$ cat src/rtl/tx_frame_streamer_pkg.sv
// Shared types and helpers for the paced TX frame streamer: FSM states,
// frame-length clamping and the sequence-stamp word layout.
package tx_stream_pkg;

  typedef enum logic [1:0] {IDLE, FETCH, LOAD, SEND} state_t;

  // Stamp word, MSB first: {channel byte, tag byte, frame counter}, then zero pad
  localparam int STAMP_CH_W  = 8;
  localparam int STAMP_CNT_W = 16;
  localparam logic [7:0] STAMP_TAG = 8'h01;
  localparam int STAMP_W     = STAMP_CH_W + 8 + STAMP_CNT_W;

  function automatic int unsigned clamp_len(input int unsigned raw, input int unsigned max_words);
    if (raw == 0) return 1;
    if (raw > max_words) return max_words;
    return raw;
  endfunction

endpackage

$ cat src/rtl/tx_frame_streamer_pace_tick_gen.sv
// Frame pacing counter: counts 0..PERIOD_CYCLES-1 while enabled and pulses
// tick on the wrap; parked at zero while disabled.
module pace_tick_gen #(
  parameter int PERIOD_CYCLES = 25000000
) (
  input  logic clk,
  input  logic rst,
  input  logic enable,
  output logic tick
);

  localparam int CNT_W = (PERIOD_CYCLES > 2) ? $clog2(PERIOD_CYCLES) : 1;

  logic [CNT_W-1:0] cnt;

  assign tick = enable && (cnt == CNT_W'(PERIOD_CYCLES - 1));

  always_ff @(posedge clk or posedge rst) begin
    if (rst) begin
      cnt <= '0;
    end else if (!enable || tick) begin
      cnt <= '0;
    end else begin
      cnt <= cnt + CNT_W'(1);
    end
  end

endmodule

$ cat src/rtl/tx_frame_streamer.sv
// Paced multi-channel frame source feeding the MAC TX FIFO port from a
// synchronous source memory. Optional build macro: TX_SEQ_STAMP_EN.
module tx_frame_streamer
  import tx_stream_pkg::*;
#(
  parameter int DATA_W        = 32,
  parameter int MAX_WORDS     = 16,
  parameter int NUM_CH        = 2,
  parameter int PERIOD_CYCLES = 25000000,
  parameter int LEN_W         = $clog2(MAX_WORDS + 1),
  parameter int MOD_W         = (DATA_W / 8 > 1) ? $clog2(DATA_W / 8) : 1,
  parameter int ADDR_W        = (NUM_CH * MAX_WORDS > 1) ? $clog2(NUM_CH * MAX_WORDS) : 1,
  parameter int CH_W          = (NUM_CH > 1) ? $clog2(NUM_CH) : 1
) (
  input  logic              clk_hifreq,
  input  logic              rst,
  input  logic              enable,
  input  logic [LEN_W-1:0]  frame_len,
  input  logic [MOD_W-1:0]  frame_mod,
  output logic [ADDR_W-1:0] mem_addr,
  output logic              mem_rd,
  input  logic [DATA_W-1:0] mem_data,
  output logic [DATA_W-1:0] ff_tx_data,
  output logic              ff_tx_sop,
  output logic              ff_tx_eop,
  output logic [MOD_W-1:0]  ff_tx_mod,
  output logic              ff_tx_err,
  output logic              ff_tx_wren,
  input  logic              ff_tx_rdy,
  output logic [CH_W-1:0]   ch_id,
  output logic              busy,
  output logic [15:0]       frame_count,
  output logic [15:0]       overrun_count
);

  state_t            state, state_nxt;
  logic              tick, pending, start, accept, last;
  logic [LEN_W-1:0]  len, idx;
  logic [MOD_W-1:0]  mod_l;
  logic [CH_W-1:0]   ch;
  logic [DATA_W-1:0] load_data;

  pace_tick_gen #(.PERIOD_CYCLES(PERIOD_CYCLES)) u_pace (
    .clk    (clk_hifreq),
    .rst    (rst),
    .enable (enable),
    .tick   (tick)
  );

  assign start     = (state == IDLE) && pending && enable;
  assign accept    = ff_tx_wren && ff_tx_rdy;
  assign last      = (idx == len - LEN_W'(1));
  assign ff_tx_err = 1'b0;
  assign ch_id     = ch;

`ifdef TX_SEQ_STAMP_EN
  // The sop word carries a sequence stamp instead of memory data
  logic [STAMP_W-1:0]        stamp;
  logic [DATA_W+STAMP_W-1:0] stamp_ext;
  assign stamp     = {STAMP_CH_W'(ch), STAMP_TAG, STAMP_CNT_W'(frame_count)};
  assign stamp_ext = {stamp, {DATA_W{1'b0}}};
  assign load_data = (idx == '0) ? stamp_ext[DATA_W+STAMP_W-1 -: DATA_W] : mem_data;
`else
  assign load_data = mem_data;
`endif

  always_ff @(posedge clk_hifreq or posedge rst) begin
    if (rst) state <= IDLE;
    else     state <= state_nxt;
  end

  always_comb begin
    state_nxt = state;
    unique case (state)
      IDLE:  if (start) state_nxt = FETCH;
      FETCH: state_nxt = LOAD;
      LOAD:  state_nxt = SEND;
      SEND:  if (accept) state_nxt = ff_tx_eop ? IDLE : FETCH;
      default: state_nxt = IDLE;
    endcase
  end

  always_comb begin
    mem_rd   = (state == FETCH);
    mem_addr = ADDR_W'(int'(ch) * MAX_WORDS + int'(idx));
    busy     = (state != IDLE);
  end

  // A tick landing while a frame is already pending is counted as dropped
  always_ff @(posedge clk_hifreq or posedge rst) begin
    if (rst) begin
      pending       <= 1'b0;
      overrun_count <= '0;
    end else if (!enable) begin
      pending <= 1'b0;
    end else if (tick) begin
      pending <= 1'b1;
      if (pending && !start && overrun_count != 16'hFFFF)
        overrun_count <= overrun_count + 16'd1;
    end else if (start) begin
      pending <= 1'b0;
    end
  end

  always_ff @(posedge clk_hifreq or posedge rst) begin
    if (rst) begin
      len         <= '0;
      mod_l       <= '0;
      idx         <= '0;
      ch          <= '0;
      ff_tx_data  <= '0;
      ff_tx_sop   <= 1'b0;
      ff_tx_eop   <= 1'b0;
      ff_tx_mod   <= '0;
      ff_tx_wren  <= 1'b0;
      frame_count <= '0;
    end else begin
      if (start) begin
        len   <= LEN_W'(clamp_len(32'(frame_len), MAX_WORDS));
        mod_l <= frame_mod;
        idx   <= '0;
      end
      if (state == LOAD) begin
        ff_tx_data <= load_data;
        ff_tx_sop  <= (idx == '0);
        ff_tx_eop  <= last;
        ff_tx_mod  <= last ? mod_l : '0;
        ff_tx_wren <= 1'b1;
      end
      if (state == SEND && accept) begin
        ff_tx_wren <= 1'b0;
        ff_tx_sop  <= 1'b0;
        ff_tx_eop  <= 1'b0;
        ff_tx_mod  <= '0;
        if (ff_tx_eop) begin
          frame_count <= frame_count + 16'd1;
          ch          <= (ch == CH_W'(NUM_CH - 1)) ? '0 : ch + CH_W'(1);
        end else begin
          idx <= idx + LEN_W'(1);
        end
      end
    end
  end

endmodule

$ cat config.mk
export PLATFORM = sky130hd
export DESIGN_NAME = tx_frame_streamer
export DESIGN_NICKNAME = d
export VERILOG_FILES = /design/src/rtl/tx_frame_streamer_pkg.sv /design/src/rtl/tx_frame_streamer_pace_tick_gen.sv /design/src/rtl/tx_frame_streamer.sv
export SDC_FILE = /design/constraint.sdc
export NUM_CORES = 1
export LEC_CHECK = 0
export BUFFER_PORTS_ARGS = -buffer_cell sky130_fd_sc_hd__buf_4
export CAP_MARGIN = 20
export CORE_UTILIZATION = 54
export DETAILED_ROUTE_END_ITERATION = 12
export PLACE_DENSITY = 0.86
export SETUP_SLACK_MARGIN = 0.3
export SLEW_MARGIN = 40
export SYNTH_ARGS = -nofsm -noshare
export SYNTH_HDL_FRONTEND = slang
export SYNTH_SLANG_ARGS = --single-unit
$ cat constraint.sdc
create_clock -name clk_hifreq -period 8.1 [get_ports clk_hifreq]
set_input_delay 1.62 -clock clk_hifreq [delete_from_list [all_inputs] [get_ports clk_hifreq]]
set_output_delay 1.62 -clock clk_hifreq [all_outputs]
set_load 0.01 [all_outputs]
# Yosys cells after proc, flatten, opt, wreduce, memory -nomap -nowiden
# Cells that the tools add are included.
[op_classes] n_addsub=7 magnitude_cmp=1 eq_ne=9 n_mux=30 n_reduce_logical=18
[op_table] cell="adder 16 x 1 -> 16 bit, second input constant" n=2
[op_table] cell="2-to-1 mux 5 bit" n=6
[op_table] cell="adder 25 x 1 -> 25 bit, second input constant" n=1
[op_table] cell="equality test 25 bit, second input constant" n=1
[op_table] cell="2-to-1 mux 25 bit" n=1
[op_table] cell="2-to-1 mux 1 bit" n=17
[op_table] cell="!= test 16 bit, second input constant" n=1
[op_table] cell="zero test 5 bit" n=2
[op_table] cell="2-to-1 mux 2 bit" n=5
[op_table] cell="case mux 2 bit (4 select lines)" n=1
[op_table] cell="logical AND 1 bit" n=7
[op_table] cell="adder 5 x 1 -> 5 bit, second input constant" n=1
[op_table] cell="adder 5 bit" n=1
[op_table] cell="equality test 5 bit" n=1
[op_table] cell="> comparator 5 bit, second input constant" n=1
[op_table] cell="subtractor 5 x 1 -> 5 bit, second input constant" n=1
[op_table] cell="equality test 2 bit, second input constant" n=2
[op_table] cell="!= test 2 bit, second input constant" n=2
[op_table] cell="AND reduction 2 bit" n=2
[op_table] cell="nonzero test 2 bit" n=2
[op_table] cell="!= test 3 x 1 -> 1 bit, second input constant" n=1
[op_table] cell="AND reduction 3 bit" n=1
[op_table] cell="equality test 2 x 1 -> 1 bit, second input constant" n=1
[op_table] cell="zero test 1 bit" n=2
[op_table] cell="other kinds (3)" n=3
[word_totals] reg_bits=110 output_inout_bits=78 word_cells=79

# Depth between registers and ports, before layout
[logic_depth] word_depth=8 mapped_depth=8 depth_no_buf=7

# Hierarchy
# Synthesis repeated with hierarchy kept, for this count alone.
[hier_totals] hier_cells=457 hier_area_um2=5142.4
[modules_own_cells] module="tx_frame_streamer" instances=1 cells_per_inst=324 area_per_inst_um2=3857.4 seq_area_each_um2=2127.0
[modules_own_cells] module="pace_tick_gen" instances=1 cells_per_inst=133 area_per_inst_um2=1285.0 seq_area_each_um2=625.6

# Least setup slack after synthesis
# No wires, ideal clock.
[synth_timing] path_kind="input-to-reg" start="in ff_tx_rdy" end="reg frame_count[14]" setup_time_ns=0.125 arrival_ns=2.709 required_time_ns=7.975 setup_slack_ns=5.266 path_stages=5 path_cell_list="nand4_1 > or2_2 > nor3_1 > nand4_1 > xnor2_1"
[synth_via] elab_chain_cells=3
[synth_rtl] item="from (decl)" line_no="tx_frame_streamer.sv:29" text="input logic ff_tx_rdy,"
[synth_rtl] item="logical AND 1 bit" line_no="tx_frame_streamer.sv:51" text="assign accept = ff_tx_wren && ff_tx_rdy;"
[synth_rtl] item="logical AND 1 bit" line_no="tx_frame_streamer.sv:130" text="if (state == SEND && accept) begin"
[synth_rtl] item="AND reduction 2 bit (no line)"
[synth_rtl] item="to (signal assigned)" line_no="tx_frame_streamer.sv:136" text="frame_count <= frame_count + 16'd1;"
[synth_rtl] item="to (decl)" line_no="tx_frame_streamer.sv:32" text="output logic [15:0] frame_count,"
# Every way passes these cells.
# A chain may end at the register's enable or synchronous reset.

# Worst setup path after layout
[layout_timing] start="reg state[0]" end="out busy"
[layout_via] elab_chain_cells=1
[layout_rtl] item="from (decl)" line_no="tx_frame_streamer.sv:36" text="state_t state, state_nxt;"
[layout_rtl] item="from (signal assigned)" line_no="tx_frame_streamer.sv:69" text="else state <= state_nxt;"
[layout_rtl] item="nonzero test 2 bit" line_no="tx_frame_streamer.sv:86" text="busy = (state != IDLE);"
[layout_rtl] item="to (decl)" line_no="tx_frame_streamer.sv:31" text="output logic busy,"
# Every way passes these cells.

==> reports/metrics.cfg <==
[synth]
syn_avg_cell_area_sq_um = 11.4
ys_ff_latch = 110
synth_ff_type = dfrtp_1
synthArstFlopShare_pct = 100
synth_edf_count = 0
synth.area.top_cells = dfrtp_1 (54%), mux2_2 (8.0%), xor2_1 (6.1%), xnor2_1 (4.7%), nor2_1 (3.1%)
synth.net_count = 499
synthCells = 445
yosysUniqueCellTypes = 49
synth_top_area_cell = dfrtp_1
yosysSeqAreaShare_pct = 54.4
synth_area_sq_mm = 0.00506
ys_warn_count = 0
yosys.area.top_type_share_pct = 54.4

[placement]
post-dp-hpwl_microns = 7410
place.gp.congestion = 0.854
io_buffers = 119

[clocking]
cts_made_buffers = 9
cts_sinks = 110
hold_buffers = 0
clockBufferDepth = 2
ctsResizeCount = 0
path_clk_slew_ns = 0.10
htree_levels = 3
clock_latency_ns = 0.36
post_cts_buffers = 0
clockRootBuffer = clkbuf_8
cts_tree = built

[hold_path]
hold_class = flip-flop to flip-flop

[floorplanning]
num_rows = 34
start_util_pct = 56.9
die_h_microns = 98.8
die_area_sq_mm = 0.00975
pin_count = 121
die_x_microns = 98.8
core_area_sq_mm = 0.00889

[drt]
dr.pass1.iters = 4
drt-total-wl_microns = 10200
drtIter0Drc = 91
wl_per_cell_microns = 15.2
viasPerCell = 5.52
postRouteAntennaNets = 0
drcViolationCount = 0
vias = 3707

[grt]
grtUsageTotal_pct = 22.1
grt_max_degree = 75
antenna_found_initial = 0
grt_pass1_vias = 3731
grt_first_pass_wirelength_microns = 17300
overflow = 0

[finish]
nets = 614
final_layout_size_suffix_gt1_share_pct = 32.3
area_delta_synth_final_pct = 22.9
final_common_cell = buf_4
final_cell_mix = buf_4 (120), dfrtp_1 (110), nor2_1 (42), mux2_2 (36), xor2_1 (35)
diodes = 0

[critical_path]
crit_type = flip-flop to output pin
crit_chain = inv_1 -> ha_1 -> inv_1 -> buf_4
crit_path_top_delay_cell = dfrtp_1
cpPeakStageDelay_ns = 0.41
end_kind = output pin
critical_path.most_common_cell = inv_1
arrival_ns = 1.42
critPathLaunchType = flip-flop
critical_path_required_ns = 6.48
critPathMaxFanout = 6

[run_status]
outcome = finished clean

[pwr]
power_frac_seq_pct = 47.2
power_frac_clock_pct = 20.9
p_per_area_mw_per_mm2 = 248
switching_share_pct = 30.8
leakagePower_nw = 2.98
comb_power_share_pct = 31.9
ir_drop_uv = 160
p_int_mw = 1.07
p_sw_uw = 475
power_mw = 1.54

[timing]
fin_crit_ns = 3.04
skew_ns = 0.00937
fmax_mhz = 328
setup_viol = 0
rsz0062_at_grt = false
max-slew-margin-rel_pct = 43.3
hold_viol = 0
worst_pin_slew_ns = 0.829
drv_slew = 0
fin_setup_tns_ns = 0
post-route-period-util_pct = 37.6

[run]
drv_cap = 0

## metrics by stage
step	hold WS [ns]	cells	setup slack (ns)	cell area, sq um	utilization [%]
6_report	0.495	672	5.06	6210	69.9
5_1_grt	0.509	672	4.95	6210	69.9
4_1_cts	0.497	672	5.05	6210	69.9
3_5_place_dp	0.479	657	4.95	6030	67.8
3_3_place_gp	0.476	657	5.05	6020	67.7
2_1_floorplan	0.467	445	3.58	5060	-
## cells by family (layout without fill, tap and decap cells)
logic type	after synthesis	after routing	share of synthesized area [%]
and+or+nand+nor	168	168	17.7
xor gates and xnor gates	62	62	10.7
adders and majority gates	11	11	2.72
muxes	39	39	8.64
buffers and inverters	29	148	2.55
DFF	110	110	54.4
other	1	1	0.0742
AOI/OAI and AO/OA	25	25	3.14
## path summary, 6_finish.rpt
path                                       from              end  slack, ns  cells past startpoint
worst max-delay path                   state[0]             busy       5.06                      4
worst min-delay path            frame_count[15]  frame_count[15]       0.50                      1
worst max register to register    u_pace.cnt[0]   u_pace.cnt[18]       5.47                      6
worst min register to register  frame_count[15]  frame_count[15]       0.50                      1
max in group asynchronous                   rst         state[1]       5.82                      3
min in group asynchronous                   rst    u_pace.cnt[7]       1.27                      2
## layout make-up
cell class | instances | area [sq um]
inverter | 12 | 47.5
clock inverter | 6 | 62.6
clock buffer | 9 | 124
sequential | 110 | 2750
multi-input combinational | 306 | 2180
tap | 108 | 135
timing repair buffer | 121 | 912
fill | 665 | 2680
## power by group through the flow
stage          Clock [mW]  Sequential [mW]  Combinational, mW
6_report            0.322            0.729              0.492
5_1_grt             0.349            0.745              0.532
4_1_cts             0.330            0.729              0.499
3_5_place_dp            0            0.739              0.497
3_3_place_gp            0            0.733              0.481
2_1_floorplan           0            0.764              0.252
## sequential cells by signal, indices dropped and copies added, names as in the netlist
name,flops
ch_id,1
ff_tx_data,32
ff_tx_eop,1
ff_tx_mod,2
ff_tx_sop,1
ff_tx_wren,1
frame_count,16
idx,5
len,5
mod_l,2
overrun_count,16
pending,1
state,2
u_pace.cnt,25
## synth_stat cells (2+ instances only)
| cell type | n |
|---|---|
| o21ai_0 | 11 |
| xor2_1 | 35 |
| nor4_4 | 2 |
| nor2_1 | 42 |
| or3_1 | 2 |
| dfrtp_1 | 110 |
| clkbuf_1 | 9 |
| and4_1 | 4 |
| ha_1 | 11 |
| and3_1 | 5 |
| nand4_1 | 20 |
| nor4b_1 | 2 |
| or2_2 | 2 |
| a22o_1 | 2 |
| mux2i_1 | 2 |
| nor4_1 | 5 |
| and2_1 | 3 |
| nand2_1 | 34 |
| nand2b_1 | 5 |
| inv_1 | 12 |
| buf_4 | 5 |
| a31oi_1 | 2 |
| buf_1 | 2 |
| nand3_1 | 24 |
| nor3_1 | 9 |
| xnor2_1 | 27 |
| mux2_2 | 36 |
## metal layers
metal	vias to the layer above	share of wire (%)	global-route usage, %
li1	1758	-	-
met1	1836	45	28.9
met2	106	49	37.1
met3	7	4.8	4.04
met4	0	1.1	7.92
met5	-	0	0
## worst max-delay path: cells and delay by family (launching register included)
kind,cells,cell delay [ns]
adder cells (fa/ha/maj),1,0.28
buffers and inverters,3,0.38
flip-flops,1,0.41
Note: power is estimated with default switching activity, not from simulation.
